==> src/rtl/pipe_ctrl_pkg.sv <==
// Shared types and constants for the pipeline hazard controller.
package pipe_ctrl_pkg;

    typedef enum logic [1:0] {
        RUN      = 2'd0,
        MEM_WAIT = 2'd1,
        FAULT    = 2'd2
    } ctrl_state_e;

    localparam logic [31:0] NOP                 = 32'h00000013;
    localparam int unsigned MEM_TIMEOUT_DEFAULT = 255;
    localparam logic [4:0]  REG_ZERO            = 5'd0;

endpackage

==> src/rtl/hazard_ctrl_load_use_detect.sv <==
// Load-use detection: the load in EX writes a register the ID instruction reads.
module load_use_detect
    import pipe_ctrl_pkg::*;
(
    input  logic [4:0] id_rs1,
    input  logic [4:0] id_rs2,
    input  logic       id_uses_rs1,
    input  logic       id_uses_rs2,
    input  logic [4:0] ex_rd,
    input  logic       ex_mem_read,
    output logic       load_use
);

    logic rs1_hit;
    logic rs2_hit;

    always_comb begin
        rs1_hit  = id_uses_rs1 && (ex_rd == id_rs1);
        rs2_hit  = id_uses_rs2 && (ex_rd == id_rs2);
        // x0 is hardwired to zero, so a load targeting it never creates a dependency
        load_use = ex_mem_read && (ex_rd != REG_ZERO) && (rs1_hit || rs2_hit);
    end

endmodule

==> src/rtl/hazard_ctrl.sv <==
// Pipeline hazard controller: stall/flush priority, memory-wait FSM with
// timeout fault, and stall/flush performance counters.
module hazard_ctrl
    import pipe_ctrl_pkg::*;
#(
    parameter int unsigned MEM_TIMEOUT = MEM_TIMEOUT_DEFAULT
) (
    input  logic        clk,
    input  logic        rst,
    input  logic [4:0]  id_rs1,
    input  logic [4:0]  id_rs2,
    input  logic        id_uses_rs1,
    input  logic        id_uses_rs2,
    input  logic [4:0]  ex_rd,
    input  logic        ex_mem_read,
    input  logic        ex_branch_taken,
    input  logic        dmem_req,
    input  logic        dmem_ready,
    output logic        pc_en,
    output logic        if_id_stall,
    output logic        if_id_flush,
    output logic        id_ex_flush,
    output logic        ex_mem_stall,
    output logic        mem_wb_bubble,
    output logic [31:0] stall_cnt,
    output logic [31:0] flush_cnt,
    output logic [1:0]  state,
    output logic        mem_timeout
);

    localparam logic [7:0] WAIT_LIMIT = 8'(MEM_TIMEOUT);

    ctrl_state_e state_q, state_d;
    logic [7:0]  wait_cnt_q, wait_cnt_d;
    logic [31:0] stall_cnt_q, stall_cnt_d;
    logic [31:0] flush_cnt_q, flush_cnt_d;
    logic        mem_timeout_q, mem_timeout_d;

    logic load_use;
    logic mem_stall;

    load_use_detect u_load_use_detect (
        .id_rs1      (id_rs1),
        .id_rs2      (id_rs2),
        .id_uses_rs1 (id_uses_rs1),
        .id_uses_rs2 (id_uses_rs2),
        .ex_rd       (ex_rd),
        .ex_mem_read (ex_mem_read),
        .load_use    (load_use)
    );

    assign mem_stall = dmem_req && !dmem_ready;

    // A taken branch under mem_stall needs no storage: EX is frozen, so the
    // branch is still presented and acts as soon as the stall clears.
    always_comb begin
        pc_en         = 1'b1;
        if_id_stall   = 1'b0;
        if_id_flush   = 1'b0;
        id_ex_flush   = 1'b0;
        ex_mem_stall  = 1'b0;
        mem_wb_bubble = 1'b0;
        if (rst) begin
            pc_en       = 1'b0;
            if_id_flush = 1'b1;
            id_ex_flush = 1'b1;
        end else if ((state_q == FAULT) || mem_stall) begin
            pc_en         = 1'b0;
            if_id_stall   = 1'b1;
            ex_mem_stall  = 1'b1;
            mem_wb_bubble = 1'b1;
        end else if (ex_branch_taken) begin
            if_id_flush = 1'b1;
            id_ex_flush = 1'b1;
        end else if (load_use) begin
            pc_en       = 1'b0;
            if_id_stall = 1'b1;
            id_ex_flush = 1'b1;
        end
    end

    always_comb begin
        state_d       = state_q;
        wait_cnt_d    = wait_cnt_q;
        mem_timeout_d = mem_timeout_q;
        case (state_q)
            RUN: begin
                if (mem_stall) begin
                    state_d    = MEM_WAIT;
                    wait_cnt_d = 8'd1;
                end
            end
            MEM_WAIT: begin
                if (!mem_stall) begin
                    state_d = RUN;
                end else if (wait_cnt_q == WAIT_LIMIT) begin
                    state_d       = FAULT;
                    mem_timeout_d = 1'b1;
                end else begin
                    wait_cnt_d = wait_cnt_q + 8'd1;
                end
            end
            FAULT:   state_d = FAULT;
            default: state_d = RUN;
        endcase
    end

    always_comb begin
        stall_cnt_d = stall_cnt_q;
        flush_cnt_d = flush_cnt_q;
        if (!pc_en && (state_q != FAULT)) begin
            stall_cnt_d = stall_cnt_q + 32'd1;
        end
        if (if_id_flush) begin
            flush_cnt_d = flush_cnt_q + 32'd1;
        end
    end

    always_ff @(posedge clk or posedge rst) begin
        if (rst) begin
            state_q       <= RUN;
            wait_cnt_q    <= '0;
            stall_cnt_q   <= '0;
            flush_cnt_q   <= '0;
            mem_timeout_q <= 1'b0;
        end else begin
            state_q       <= state_d;
            wait_cnt_q    <= wait_cnt_d;
            stall_cnt_q   <= stall_cnt_d;
            flush_cnt_q   <= flush_cnt_d;
            mem_timeout_q <= mem_timeout_d;
        end
    end

    assign stall_cnt   = stall_cnt_q;
    assign flush_cnt   = flush_cnt_q;
    assign state       = state_q;
    assign mem_timeout = mem_timeout_q;

endmodule

==> config.mk <==
export PLATFORM = sky130hd
export DESIGN_NAME = hazard_ctrl
export DESIGN_NICKNAME = d
export VERILOG_FILES = /design/src/rtl/pipe_ctrl_pkg.sv /design/src/rtl/hazard_ctrl_load_use_detect.sv /design/src/rtl/hazard_ctrl.sv
export SDC_FILE = /design/constraint.sdc
export NUM_CORES = 1
export LEC_CHECK = 0
export ABC_AREA = 1
export CAP_MARGIN = 30
export CORE_ASPECT_RATIO = 1.2
export CORE_MARGIN = 1
export CORE_UTILIZATION = 44
export CTS_CLUSTER_SIZE = 8
export DETAILED_ROUTE_END_ITERATION = 7
export MAX_ROUTING_LAYER = met4
export PLACE_DENSITY = 0.71
export SYNTH_ARGS = -nofsm -noshare
export SYNTH_HDL_FRONTEND = slang
export SYNTH_SLANG_ARGS = --single-unit
==> constraint.sdc <==
create_clock -name clk -period 5.4 [get_ports clk]
set_clock_uncertainty 0.1 [all_clocks]
set_input_delay 1.08 -clock clk [delete_from_list [all_inputs] [get_ports clk]]
set_output_delay 1.08 -clock clk [all_outputs]
set_load 0.1 [all_outputs]
==> flow_summary.ini <==
[timing]
fin_tns_setup_ns = 0
setup_violations = 0
drv_slew = 0
fin_crit_sh_pct = 74.1
slew_headroom_pct = 31.9
min_period_ns = 4.00
tightest_slew_ns = 1.02
rsz0062_at_grt = no
setup_slack_ns = 1.40
fmax_ghz = 0.250
hold_viol = 0

[cells_and_area]
final_cell_mix = nand2_1, clkdlybuf4s50_1, inv_1
fin_util_pct = 58.8
syn2layout_area_growth_pct = 30.5
n_antenna_cell = 0
finalNetCount = 752
drive_above_1_share_pct = 5.48
layout_commonest_cell = nand2_1
fin_cells = 856

[logic_synthesis]
mappedNetlistArea_um2 = 4510
ys.flop_type = dfrtp_1
ys_ff_latch = 75
yosysUniqueCellTypes = 31
ys_seq_area_share_pct = 41.6
synth_warnings = 0
synth.avg_cell_area_um2 = 7.18
async_flop_share_pct = 100
postSynthNetCount = 655
syn_inst = 629
synth_edf_count = 0

[routing]
wire_per_inst_um = 13.0
vias = 4298
firstDrtPassIters = 6
first_iter_violations = 195
ant_nets = 0
via_per_inst = 5.02
drc = 0
routed_wl_mm = 11.2

[global_routing]
grt_pass1_vias = 4253
grt_pass1_wl_mm = 19.1
antenna_found_initial = 0
grt_usage_pct = 23.1
grt_overflow = 0
grt_max_degree = 62

[pwr]
seq_power_share_pct = 38.5
finalPower_mw = 1.62
ir_drop_mv = 0.284
power.internal_mw = 1.09
p_switching_mw = 0.525
clockPowerShare_pct = 39.5
power_frac_comb_pct = 21.9
leakage_nw = 2.79
power_density_nw_per_um2 = 274
sw_frac_of_total_pct = 32.5

[place]
dpl_worst_slack_ns = 1.36
place_congestion = 0.938
port_buffers = 95
dp.cells = 841
dp_hpwl_mm = 8.28

[clock_network]
cts_buffers = 9
tritoncts = yes
cts_sinks = 75
htreeDepth = 3
cts_resized = 0
root_buffer = clkbuf_16
cts_setup_buffers = 0
hold_buffers = 0
path_clk_slew_ns = 0.06
clockBufferDepth = 2
clock_latency_ns = 0.33

[floorplanning]
core_um2 = 10000
initial_core_util_pct = 45.1
rows = 40
die_h_um = 113
boundaryPins = 96
die_w_um = 94.5
die-area_um2 = 10700

[setup_path]
crit_path_top_delay_cell = clkdlybuf4s50_1
critPathLaunch = rst
critPathMaxFanout = 17
required_ns = 4.22
r2r_slack_ns = 2.78
r2r_start = state[0]
criticalPathCategory = input pin to primary output
crit_chain = clkdlybuf4s50_1 -> clkinvlp_4 -> o21ai_4 -> inv_4 -> nand2_1 -> buf_4
start_kind = input pin
cp.arrival_ns = 2.82
endpoint_kind = primary output
cpPeakStageDelay_ns = 0.55

[min_path]
hold_path_class = flop to flop
min_from = mem_timeout

[outcome]
outcome = completed

[flow_run]
maxCapViolations = 0
==> power groups by stage <==
stage,clock (mW),combinational [mW],sequential [mW]
5_1_grt,0.681,0.371,0.625
6_report,0.639,0.355,0.622
3_5_place_dp,0,0.356,0.630
3_3_place_gp,0,0.353,0.631
4_1_cts,0.652,0.357,0.621
2_1_floorplan,0,0.0780,0.812
==> synth_stat cells (2+ instances only) <==
cell | instances | share of area [%]
a21oi_1 | 3 | 0.33
buf_2 | 8 | 0.89
dfrtp_1 | 75 | 42
ha_1 | 3 | 0.83
inv_1 | 79 | 6.6
inv_2 | 4 | 0.33
nand2_1 | 221 | 18
nand2_2 | 2 | 0.28
nand2_4 | 2 | 0.50
nand3_1 | 57 | 6.3
nand3_2 | 2 | 0.44
nand3b_1 | 3 | 0.50
nand4_1 | 13 | 1.8
nor2_1 | 62 | 5.2
nor2_4 | 2 | 0.50
nor3_1 | 21 | 2.3
nor4_1 | 4 | 0.55
o21ai_0 | 4 | 0.44
o21ai_1 | 4 | 0.44
o31ai_1 | 2 | 0.33
xnor2_1 | 19 | 3.7
xor2_1 | 30 | 5.8
==> metrics by stage <==
| stage | area, um^2 | hold WS [ns] |
|---|---|---|
| finish | 5890 | 0.363 |
| global route | 5890 | 0.375 |
| CTS | 5890 | 0.366 |
| detailed placement | 5570 | 0.350 |
| global placement | 5570 | 0.351 |
| floorplan | 4520 | 0.400 |
==> state kept, by name, summed over array words and instances, names as in the netlist <==
| name | count |
|---|---|
| state | 2 |
| wait_cnt_q | 8 |
| flush_cnt | 32 |
| stall_cnt | 32 |
| mem_timeout | 1 |
==> path summary, 6_finish.rpt <==
kind	to	depth (start not counted)
worst max-delay path	id_ex_flush	6
worst min-delay path	mem_timeout	2
worst max register to register	stall_cnt[13]	9
worst min register to register	mem_timeout	2
max in group asynchronous	stall_cnt[25]	3
min in group asynchronous	flush_cnt[17]	2
==> critical path: cells and delay by family <==
kind | cells | cell delay, ns
buf+inv | 4 | 1.34
compound gates | 1 | 0.31
simple gates | 1 | 0.08
==> final cells by class <==
| cell class | instances | area, um^2 |
|---|---|---|
| Tap cell | 126 | 158 |
| Clock inverter | 4 | 75.1 |
| Sequential cell | 75 | 1880 |
| Inverter | 84 | 322 |
| Multi-Input combinational cell | 459 | 2260 |
| Timing Repair Buffer | 97 | 951 |
| Clock buffer | 11 | 243 |
| Fill cell | 946 | 4120 |
==> layer usage <==
| metal | up-vias | wire length, um | global-route usage (%) |
|---|---|---|---|
| li1 | 2161 | - | - |
| met1 | 2018 | 4750 | 27.3 |
| met2 | 105 | 5660 | 38.7 |
| met3 | 14 | 585 | 5.58 |
| met4 | 0 | 160 | 6.77 |
| met5 | - | 0 | - |
==> cell families after synthesis <==
logic type	synth area share [%]
compound gates	2.08
simple gates	37.7
fa+ha+maj	0.832
xor+xnor	9.51
buf+inv	8.26
flops	41.6
Power figures use the tool's default switching activity.
